`config.mk`:
```
export PLATFORM = sky130hd
export DESIGN_NAME = vga_timing
export DESIGN_NICKNAME = d
export VERILOG_FILES = /design/src/rtl/vga_timing.sv
export SDC_FILE = /design/constraint.sdc
export NUM_CORES = 1
export LEC_CHECK = 0
export CORE_MARGIN = 2
export CORE_UTILIZATION = 60
export CTS_CLUSTER_DIAMETER = 30
export DETAILED_ROUTE_END_ITERATION = 10
export PLACE_DENSITY = 0.86
export SETUP_SLACK_MARGIN = 0.4
export SLEW_MARGIN = 25
export SYNTH_ARGS = -nofsm -noshare
export SYNTH_HDL_FRONTEND = slang
export SYNTH_SLANG_ARGS = --single-unit
```
`constraint.sdc`:
```
create_clock -name CLK -period 5.12 [get_ports CLK]
set_input_delay 1.024 -clock CLK [delete_from_list [all_inputs] [get_ports CLK]]
set_output_delay 1.024 -clock CLK [all_outputs]
set_load 0.05 [all_outputs]
```
`src/rtl/vga_timing.sv`:
```
// Raster timing generator: pixel divider, row/col counters, sync pulses and blanking flags.
// Optional `VGA_FRAME_COUNT_EN adds a 16-bit frame counter output (frame_cnt).
module vga_timing #(
  parameter int unsigned H_ACTIVE    = 640,
  parameter int unsigned H_FP        = 16,
  parameter int unsigned H_SYNC      = 96,
  parameter int unsigned H_BP        = 48,
  parameter int unsigned V_ACTIVE    = 480,
  parameter int unsigned V_FP        = 10,
  parameter int unsigned V_SYNC      = 2,
  parameter int unsigned V_BP        = 33,
  parameter int unsigned CLK_DIV     = 2,
  parameter bit          SYNC_ACTIVE = 1'b0
) (
  input  logic        CLK,
  input  logic        RST,
  output logic [31:0] row,
  output logic [31:0] col,
  output logic        hsync,
  output logic        vsync,
  output logic        vnotactive,
  output logic        de,
  output logic        pix_en,
  output logic        frame_start
`ifdef VGA_FRAME_COUNT_EN
  ,
  output logic [15:0] frame_cnt
`endif
);

  localparam int unsigned HTotal     = H_ACTIVE + H_FP + H_SYNC + H_BP;
  localparam int unsigned VTotal     = V_ACTIVE + V_FP + V_SYNC + V_BP;
  localparam int unsigned HSyncFirst = H_ACTIVE + H_FP;
  localparam int unsigned HSyncLast  = H_ACTIVE + H_FP + H_SYNC - 1;
  localparam int unsigned VSyncFirst = V_ACTIVE + V_FP;
  localparam int unsigned VSyncLast  = V_ACTIVE + V_FP + V_SYNC - 1;

  logic [31:0] div_cnt_q, div_cnt_d;
  logic [31:0] row_q, row_d;
  logic [31:0] col_q, col_d;
  logic        hsync_q, hsync_d;
  logic        vsync_q, vsync_d;
  logic        vnot_q, vnot_d;
  logic        de_q, de_d;
  logic        pix_en_q, pix_en_d;
  logic        frame_start_q, frame_start_d;
  logic        tick;

  assign tick = (div_cnt_q == CLK_DIV - 1);

  always_comb begin
    div_cnt_d     = div_cnt_q + 32'd1;
    row_d         = row_q;
    col_d         = col_q;
    pix_en_d      = 1'b0;
    frame_start_d = 1'b0;
    if (tick) begin
      div_cnt_d = 32'd0;
      pix_en_d  = 1'b1;
      if (col_q == HTotal - 1) begin
        col_d = 32'd0;
        if (row_q == VTotal - 1) begin
          row_d         = 32'd0;
          frame_start_d = 1'b1;
        end else begin
          row_d = row_q + 32'd1;
        end
      end else begin
        col_d = col_q + 32'd1;
      end
    end
    // Flags come from the next counter values so they switch on the same edge as row/col.
    hsync_d = (col_d >= HSyncFirst && col_d <= HSyncLast) ? SYNC_ACTIVE : ~SYNC_ACTIVE;
    vsync_d = (row_d >= VSyncFirst && row_d <= VSyncLast) ? SYNC_ACTIVE : ~SYNC_ACTIVE;
    vnot_d  = (row_d >= V_ACTIVE);
    de_d    = (col_d < H_ACTIVE) && (row_d < V_ACTIVE);
  end

  always_ff @(posedge CLK or negedge RST) begin
    if (!RST) begin
      div_cnt_q     <= 32'd0;
      row_q         <= 32'd0;
      col_q         <= 32'd0;
      hsync_q       <= ~SYNC_ACTIVE;
      vsync_q       <= ~SYNC_ACTIVE;
      vnot_q        <= 1'b0;
      de_q          <= 1'b1;
      pix_en_q      <= 1'b0;
      frame_start_q <= 1'b0;
    end else begin
      div_cnt_q     <= div_cnt_d;
      row_q         <= row_d;
      col_q         <= col_d;
      hsync_q       <= hsync_d;
      vsync_q       <= vsync_d;
      vnot_q        <= vnot_d;
      de_q          <= de_d;
      pix_en_q      <= pix_en_d;
      frame_start_q <= frame_start_d;
    end
  end

  assign row         = row_q;
  assign col         = col_q;
  assign hsync       = hsync_q;
  assign vsync       = vsync_q;
  assign vnotactive  = vnot_q;
  assign de          = de_q;
  assign pix_en      = pix_en_q;
  assign frame_start = frame_start_q;

`ifdef VGA_FRAME_COUNT_EN
  logic [15:0] frame_cnt_q;

  always_ff @(posedge CLK or negedge RST) begin
    if (!RST) begin
      frame_cnt_q <= 16'd0;
    end else if (frame_start_d) begin
      frame_cnt_q <= frame_cnt_q + 16'd1;
    end
  end

  assign frame_cnt = frame_cnt_q;
`endif

endmodule

```
== Yosys cells after proc, flatten, opt, wreduce, memory -nomap -nowiden ==
Cells that the tools add are included.
Word-level totals
  bits in registers: 102
  latch bits: 0
  memory bits (writable): 0
  ROM bits: 0
  input port bits: 2
  output and inout bits: 70
  memories: 0
Cells by class
  add/sub/neg operators: 3
  $mul: 0
  div/mod/pow operators: 0
  magnitude comparators: 7
  eq/ne operators: 3
  shift-type cells: 0
  multiplexer cells: 12
  bitwise gates (word level): 0
  reduce and logical (&&, ||, !) cells: 3
Operators by type and width (count)
  two-way mux 32 bit: 6
  adder 32 x 1 -> 32 bit (second input constant): 3
  == test 32 x 10 -> 1 bit (second input constant): 2
  >= comparator 32 x 9 -> 1 bit (second input constant): 2
  == test 32 x 1 -> 1 bit (second input constant): 1
  >= comparator 32 x 10 -> 1 bit (second input constant): 1
  less-or-equal comparator 32 x 10 -> 1 bit (second input constant): 1
  less-or-equal comparator 32 x 9 -> 1 bit (second input constant): 1
  less-than comparator 32 x 10 -> 1 bit (second input constant): 1
  less-than comparator 32 x 9 -> 1 bit (second input constant): 1
  two-way mux 1 bit: 6
  logical AND 1 bit: 3

== Longest topological paths before layout ==
Gate-level depths: netlist (run 1).
  depth after elaboration: 7
  depth in mapped cells: 12

== Worst setup path before layout (run 1) ==
Ideal clock, no wire load.
  kind: register to register
  start: register col_q[6] (netlist: col[6])
  end: register de_q (netlist: de)
  setup time: 0.064 ns
  arrival time: 3.211 ns
  data required time: 5.056 ns
  setup slack: 1.846 ns
  cell stages (with the launch flop): 10
  period minus slack after synthesis: 3.274 ns
  cells stage by stage: dfrtp_1 and4_1 clkbuf_1 nand4_1 nor3_1 nand4_1 xnor2_1 or4b_1 and4b_1 and4bb_1
On the way
  cells in the longest elaborated chain, start to end: 5
Ends and longest elaborated chain
  from (decl): line 40  | logic [31:0] col_q, col_d;
  from (signal assigned): line 93  | col_q <= col_d;
  adder 32 x 1 -> 32 bit or == test 32 x 10 -> 1 bit (tied branches): line 69, 60
  two-way mux 32 bit *: line 60  | if (col_q == HTotal - 1) begin
  two-way mux 32 bit *: line 57  | if (tick) begin
  via col_d[29]: line 40
  less-than comparator 32 x 10 -> 1 bit *: line 76  | de_d = (col_d < H_ACTIVE) && (row_d < V_ACTIVE);
  logical AND 1 bit *: line 76
  via de_d: line 44  | logic de_q, de_d;
  to (signal assigned): line 87  | de_q <= 1'b1;
  to (signal assigned): line 97  | de_q <= de_d;
  to (decl): line 44
Mark *: on every way through the listed nets, which the timed path passes. The rest lies on a longest branch.

== Worst setup path in the final report (run 1) ==
  start: register col_q[19] (netlist: col[19])
  end: register de_q (netlist: de)
On the way
  cells in the longest elaborated chain, start to end: 5
Ends and longest elaborated chain (line)
  adder 32 x 1 -> 32 bit or == test 32 x 10 -> 1 bit (tied branches): 69, 60
  two-way mux 32 bit: 60
  two-way mux 32 bit: 57
  less-than comparator 32 x 10 -> 1 bit or less-than comparator 32 x 9 -> 1 bit (tied branches): 76
  logical AND 1 bit *: 76
  via de_d: 44
Marked as above.

==> impl_metrics.yaml, run 1 <==
run_status:
  run_status: "finished clean"
power:
  power_density_mw_per_mm2: 195
  clock_power_share_pct: 35.7
  p_int_mw: 0.983
  max-vdd-ir-drop_mv: 0.157
  pwr-share-comb_pct: 1.2
  power_frac_seq_pct: 63.1
  cellLeakagePower_nw: 2.72
  switch_pwr_mw: 0.292
  switching_share_pct: 22.9
setup_path:
  timing.critical_path.slowest_cell_delay_ns: 0.80
  critical_path.endpoint_type: "register"
  worstSetupPathType: "register to register"
  crit_path_top_delay_cell: "sky130_fd_sc_hd__nor4_4"
  cell_breakdown_of_the_critical_path: "nor4_1, nand4_1, nor4_4, a31oi_1, nor4_1, or4b_1, nor4b_2, and4bb_1"
  worstPathBufferInverterCount: 0
  timing.critical_path.required_ns: 5.44
  crit_path_max_fanout: 14
  cp.arrival_ns: 4.21
  critical-path-top-cell-by-count: "sky130_fd_sc_hd__nor4_1"
  startpoint_type: "register"
  cp_top_family: "simple AND/OR/NAND/NOR gates"
final_layout:
  filler_cell_count: 673
  multi_input_area_mm2: 0.00288
  finish.utilization_pct: 71.5
  layout.cells.most_common: "sky130_fd_sc_hd__dfrtp_1"
  final-instance-count-excl-fill: 755
  drive_gt1_share_pct: 5.75
  finish.net_count: 646
  layout.cells.most_common_list: "99 x sky130_fd_sc_hd__dfrtp_1, 70 x sky130_fd_sc_hd__clkdlybuf4s50_1, 61 x sky130_fd_sc_hd__xnor2_1"
  area_growth_syn_to_layout_pct: 16.4
  n_antenna_cell: 0
  area.sequential_mm2: 0.00256
min_path:
  worst_hold_path_type: "register to register"
sta:
  max_slew_margin_pct: 36.5
  min_period_over_period_pct: 76.0
  timing.final.setup_violations: 0
  rsz0062_at_grt: "false"
  final.min_clock_period_ns: 3.89
  timing.final.max_slew_violations: 0
  worst-slew-pin-transition_ns: 0.946
  report.final.hold_viol_count: 0
  max_freq_ghz: 0.257
  setup_total_negative_slack_ns: 0
  clock-skew-final_ns: 0.0110
clocking:
  cts-buffers-inserted: 9
  clkSlewWorstSetupHoldPaths_ns: 0.10
  cts_repair_resize_count: 0
  clk-insertion-delay-late_ns: 0.37
  sink_count: 102
  holdBufCountCts: 0
  clock_path_buffers: 2
  cts_setup_buffers: 0
  cts_root_buf: "sky130_fd_sc_hd__clkbuf_8"
  tritoncts: "built"
  cts_max_level: 3
placement:
  buffer_ports.inserted: 71
  gp_routability_congestion: 0.968
  hpwlAfterDp_um: 10600
  dp_cells: 739
drt:
  ant_nets: 0
  routed_wl_um: 14400
  routed_wire_length_per_instance_um: 19.1
  route.vias.total: 4889
  drt-vias-per-instance: 6.48
  detailedRoute.firstPassIterationCount: 6
  drt_first_iter_violations: 433
  drcViolationCount: 0
global_route:
  grt_max_degree: 61
  first_global_vias: 4567
  grt_antenna_before_repair: 0
  global_route_usage_sum_pct: 29.4
  global_route_wire_length_before_repair_um: 23300
  grt.overflow.total: 0
yosys:
  synth_seq_cells: 102
  synth_cell_type_count: 53
  synth_top_flop_cell: "sky130_fd_sc_hd__dfrtp_1"
  yosysSeqAreaShare_pct: 45.5
  synth-async-reset-ratio_pct: 100
  synthesis.area_per_instance_um2: 9.74
  netlist_top_cells_area: "sky130_fd_sc_hd__dfrtp_1 44%, sky130_fd_sc_hd__xnor2_1 9.5%, sky130_fd_sc_hd__nand4_1 4.7%"
  synth.yosys.warnings: 0
  synth_top_area_share_pct: 44.1
  number_of_flops_mapped_to_enable_cells_by_yosys: 0
  netlist_instances: 577
  syn_nets: 584
  synth_area_mm2: 0.00562
  synth_largest_area_cell: "sky130_fd_sc_hd__dfrtp_1"
run:
  max-cap-violations: 0
floorplan:
  io_pins: 72
  die_height_um: 101
  initial_core_util_pct: 61.4
  die_area_mm2: 0.0102
  rows: 35
  die-width_um: 101
  core_region_area_mm2: 0.00915
-- metrics by stage --
| stage | power, mW | setup WS (ns) | area (um^2) | hold WS, ns |
|---|---|---|---|---|
| 4_1_cts | 1.28 | 1.36 | 6550 | 0.502 |
| 3_5_place_dp | 0.838 | 1.42 | 6380 | 0.484 |
| 6_report | 1.28 | 1.23 | 6550 | 0.499 |
| 3_3_place_gp | 0.837 | 1.44 | 6380 | 0.473 |
| 2_1_floorplan | 0.821 | 1.85 | 5620 | 0.443 |
| 5_1_grt | 1.32 | 1.04 | 6550 | 0.507 |
-- synth_stat cells, drive strengths merged, types with 4 or more instances --
master / number
a31oi: 4
nor2: 40
nor4: 38
nand4: 44
a21oi: 9
buf: 7
clkbuf: 15
xor2: 23
dfrtp: 99
o31ai: 5
and2: 4
o21ai: 13
and3: 13
or4: 5
nand2b: 4
nand2: 40
nand3: 37
ha: 5
mux2i: 5
nor3: 25
and4: 19
nor4b: 4
xnor2: 61
inv: 22
-- flip-flops by register name, summed over array words and instances, names as in the netlist --
register / count
frame_start: 1
row: 32
de: 1
pix_en: 1
col: 32
vnotactive: 1
hsync: 1
div_cnt_q: 32
vsync: 1
-- worst reg2reg max path, stage by stage, from the launching register on --
cell                       delay, ns
sky130_fd_sc_hd__dfrtp_1        0.54
sky130_fd_sc_hd__nor4_1         0.38
sky130_fd_sc_hd__nand4_1        0.29
sky130_fd_sc_hd__nor4_4         0.80
sky130_fd_sc_hd__a31oi_1        0.21
sky130_fd_sc_hd__nor4_1         0.41
sky130_fd_sc_hd__or4b_1         0.49
sky130_fd_sc_hd__nor4b_2        0.47
sky130_fd_sc_hd__and4bb_1       0.25
-- power by group through the flow --
stage           logic, mW  registers, mW  clock network (mW)
2_1_floorplan  0.00000104          0.821                   0
3_3_place_gp       0.0166          0.821                   0
3_5_place_dp       0.0170          0.821                   0
4_1_cts            0.0170          0.805               0.462
5_1_grt            0.0194          0.805               0.497
6_report           0.0159          0.805               0.455
-- layout make-up --
type,instances,area share [%]
Clock buffer,11,2.01
Inverter,22,1.26
Tap cell,111,2.12
Clock inverter,5,0.516
Multi-Input combinational cell,431,44.0
Sequential cell,102,39.0
Timing Repair Buffer,73,11.0
-- layer usage --
| metal | routed length [um] | GRT usage, % | part of all wire [%] |
|---|---|---|---|
| met1 | 6200 | 41.2 | 43 |
| met2 | 7020 | 47.3 | 49 |
| met3 | 1000 | 5.76 | 7.0 |
| met4 | 187 | 7.48 | 1.3 |
| met5 | 0 | 0 | 0 |
-- cells by family (layout without fill, tap and decap cells) --
| family | Yosys count | in the layout | synth area share, % |
|---|---|---|---|
| buf+inv | 44 | 111 | 3.29 |
| mux | 5 | 5 | 0.890 |
| fa+ha+maj | 5 | 5 | 1.11 |
| flops | 102 | 102 | 45.5 |
| xor+xnor | 84 | 84 | 13.1 |
| compound gates | 45 | 45 | 5.12 |
| simple gates | 292 | 292 | 31.0 |
-- path summary, 6_finish.rpt --
path | to | from | cells past startpoint | slack [ns]
worst min register to register | div_cnt_q[31] | div_cnt_q[31] | 1 | 0.50
min in group asynchronous | div_cnt_q[9] | RST | 1 | 0.70
worst max register to register | de | col[19] | 8 | 1.23
worst min-delay path | div_cnt_q[31] | div_cnt_q[31] | 1 | 0.50
max in group asynchronous | col[14] | RST | 2 | 3.38
worst max-delay path | de | col[19] | 8 | 1.23
Power figures use the tool's default switching activity.
==> inputs of run 2 (changes only) <==
- CORE_UTILIZATION: 60 -> 50
- PLACE_DENSITY: 0.86 -> 0.76
- clock period: 5.12 -> 3.35 ns (I/O delays scaled with it)
==> run 2 against run 1 <==
Power is 54% higher. Via count increased by 4.0%. Count of clock-buffer cells in the layout stayed put. Routed wire length grew 7.7%. Worst setup slack got worse by 0.96 ns. Fmax increased by 26%. Utilization down 5.4 points. Cell area is 10% higher. Highest routed layer unchanged.
==> impl_metrics.yaml, run 2 (synthesis gave the netlist of run 1 again) <==
clocking:
  cts_max_level: 3
  sink_count: 102
  clk-insertion-delay-late_ns: 0.37
  tritoncts: "built"
  clkSlewWorstSetupHoldPaths_ns: 0.10
  cts-buffers-inserted: 9
  cts_root_buf: "sky130_fd_sc_hd__clkbuf_8"
  clock_path_buffers: 2
  holdBufCountCts: 0
drt:
  drt-vias-per-instance: 6.17
  route.vias.total: 5086
  ant_nets: 0
  routed_wire_length_per_instance_um: 18.8
  drcViolationCount: 0
  detailedRoute.firstPassIterationCount: 5
  routed_wl_um: 15500
  drt_first_iter_violations: 427
global_route:
  grt_antenna_before_repair: 0
  grt_max_degree: 79
  global_route_wire_length_before_repair_um: 24600
  grt.overflow.total: 0
  first_global_vias: 4799
  global_route_usage_sum_pct: 26.3
setup_path:
  timing.critical_path.required_ns: 3.67
  timing.critical_path.slowest_cell_delay_ns: 0.55
  cp.arrival_ns: 3.40
  critical_path.endpoint_type: "register"
  worstSetupPathType: "register to register"
  crit_path_max_fanout: 5
  cell_breakdown_of_the_critical_path: "buf_4, nor4_1, and4_1, nand4_1, or4_4, a22oi_2, nand4b_1, nor4b_4, and4bb_1"
  ff2ff_path_depth: 9
  startpoint_type: "register"
  crit_path_top_delay_cell: "sky130_fd_sc_hd__or4_4"
final_layout:
  layout.cells.most_common: "sky130_fd_sc_hd__dfrtp_1"
  filler_cell_count: 859
  layout.cells.most_common_list: "74 x sky130_fd_sc_hd__dfrtp_1, 70 x sky130_fd_sc_hd__clkdlybuf4s50_1, 60 x sky130_fd_sc_hd__xnor2_1"
  finish.net_count: 686
  area_growth_syn_to_layout_pct: 28.1
  n_antenna_cell: 0
  drive_gt1_share_pct: 19.4
sta:
  timing.final.setup_violations: 0
  clock-skew-final_ns: 0.0137
  setup_total_negative_slack_ns: 0
  min_period_over_period_pct: 92.1
  timing.final.max_slew_violations: 0
  worst-slew-pin-transition_ns: 0.712
  rsz0062_at_grt: "true"
  max_freq_ghz: 0.324
  final.min_clock_period_ns: 3.08
  max_slew_margin_pct: 52.5
  report.final.hold_viol_count: 0
floorplan:
  rows: 38
  io_pins: 72
  initial_core_util_pct: 51.6
  die_height_um: 110
  die_area_mm2: 0.0121
  core_region_area_mm2: 0.0109
  die-width_um: 110
placement:
  hpwlAfterDp_um: 10900
  gp_routability_congestion: 0.943
  buffer_ports.inserted: 71
run_status:
  run_status: "finished clean"
power:
  max-vdd-ir-drop_mv: 0.283
  power_density_mw_per_mm2: 273
  post-layout-total-power_mw: 1.97
  cellLeakagePower_nw: 3.01
min_path:
  worst_hold_path_type: "input port to async pin"
run:
  max-cap-violations: 0
==> run 2: cell types whose count changed in the layout (fill, tap and decap cells not counted), moves of 5 or more <==
| cell | previous run | this run |
|---|---|---|
| sky130_fd_sc_hd__buf_4 | 3 | 40 |
| sky130_fd_sc_hd__nor4_1 | 31 | 18 |
| sky130_fd_sc_hd__nor3_1 | 22 | 17 |
| sky130_fd_sc_hd__dfrtp_1 | 99 | 74 |
| sky130_fd_sc_hd__dfrtp_2 | 0 | 25 |
| sky130_fd_sc_hd__nor4_4 | 1 | 10 |
==> run 2: through the flow <==
stage	worst slack, ns	cell area (um^2)	instances	utilization (%)	hold WS (ns)
after CTS	0.409	7000	811	64.3	0.484
after floorplan	0.415	5650	577	-	0.374
after global placement	0.253	6590	787	60.5	0.473
after global routing	0.197	7200	824	66.2	0.374
after detailed placement	0.174	6590	787	60.5	0.478
final	0.265	7200	824	66.2	0.318
==> run 2: layout make-up <==
type	instances	area (um^2)	area share, %
Timing Repair Buffer	113	1040	14.5
Inverter	22	82.6	1.15
Clock inverter	5	36.3	0.504
Tap cell	140	175	2.43
Sequential cell	102	2590	35.9
Multi-Input combinational cell	431	3150	43.7
Clock buffer	11	131	1.82
==> run 2: what timing repair did <==
item / CTS / global route
hold endpoints to repair: 0 / 0
gates resized for setup: 34 / 21
pin swaps: 7 / 14
setup endpoints to repair: 4 / 4
setup buffers: 8 / 13
==> run 2: critical path: cells and delay by family, from the launching register on <==
family,cells,cell delay [ns]
AND/OR/NAND/NOR,7,2.22
buffers and inverters,1,0.16
AO/OA/AOI/OAI,1,0.17
flip-flops,1,0.47
==> run 2: worst paths after layout <==
| check | from | to | slack (ns) |
|---|---|---|---|
| hold reg to reg | div_cnt_q[29] | div_cnt_q[29] | 0.53 |
| max in group asynchronous | RST | frame_start | 2.34 |
| hold / removal | RST | div_cnt_q[11] | 0.32 |
| setup reg to reg | col[11] | de | 0.27 |
| min in group CLK | div_cnt_q[29] | div_cnt_q[29] | 0.53 |
| setup / recovery | col[11] | de | 0.27 |
==> run 2: per-layer routing <==
layer  wire (um)  global-route usage, %
met5           0                      0
met4         402                   8.86
met3        1100                   4.88
met2        7530                   42.4
met1        6480                   35.7
==> run 2: report_power, final <==
part | internal, mW | total (mW) | leakage (nW) | switching [mW]
clock | 0.274 | 0.709 | 0.0877 | 0.434
combinational | 0.00268 | 0.0264 | 1.56 | 0.0237
sequential | 1.23 | 1.23 | 1.36 | 0
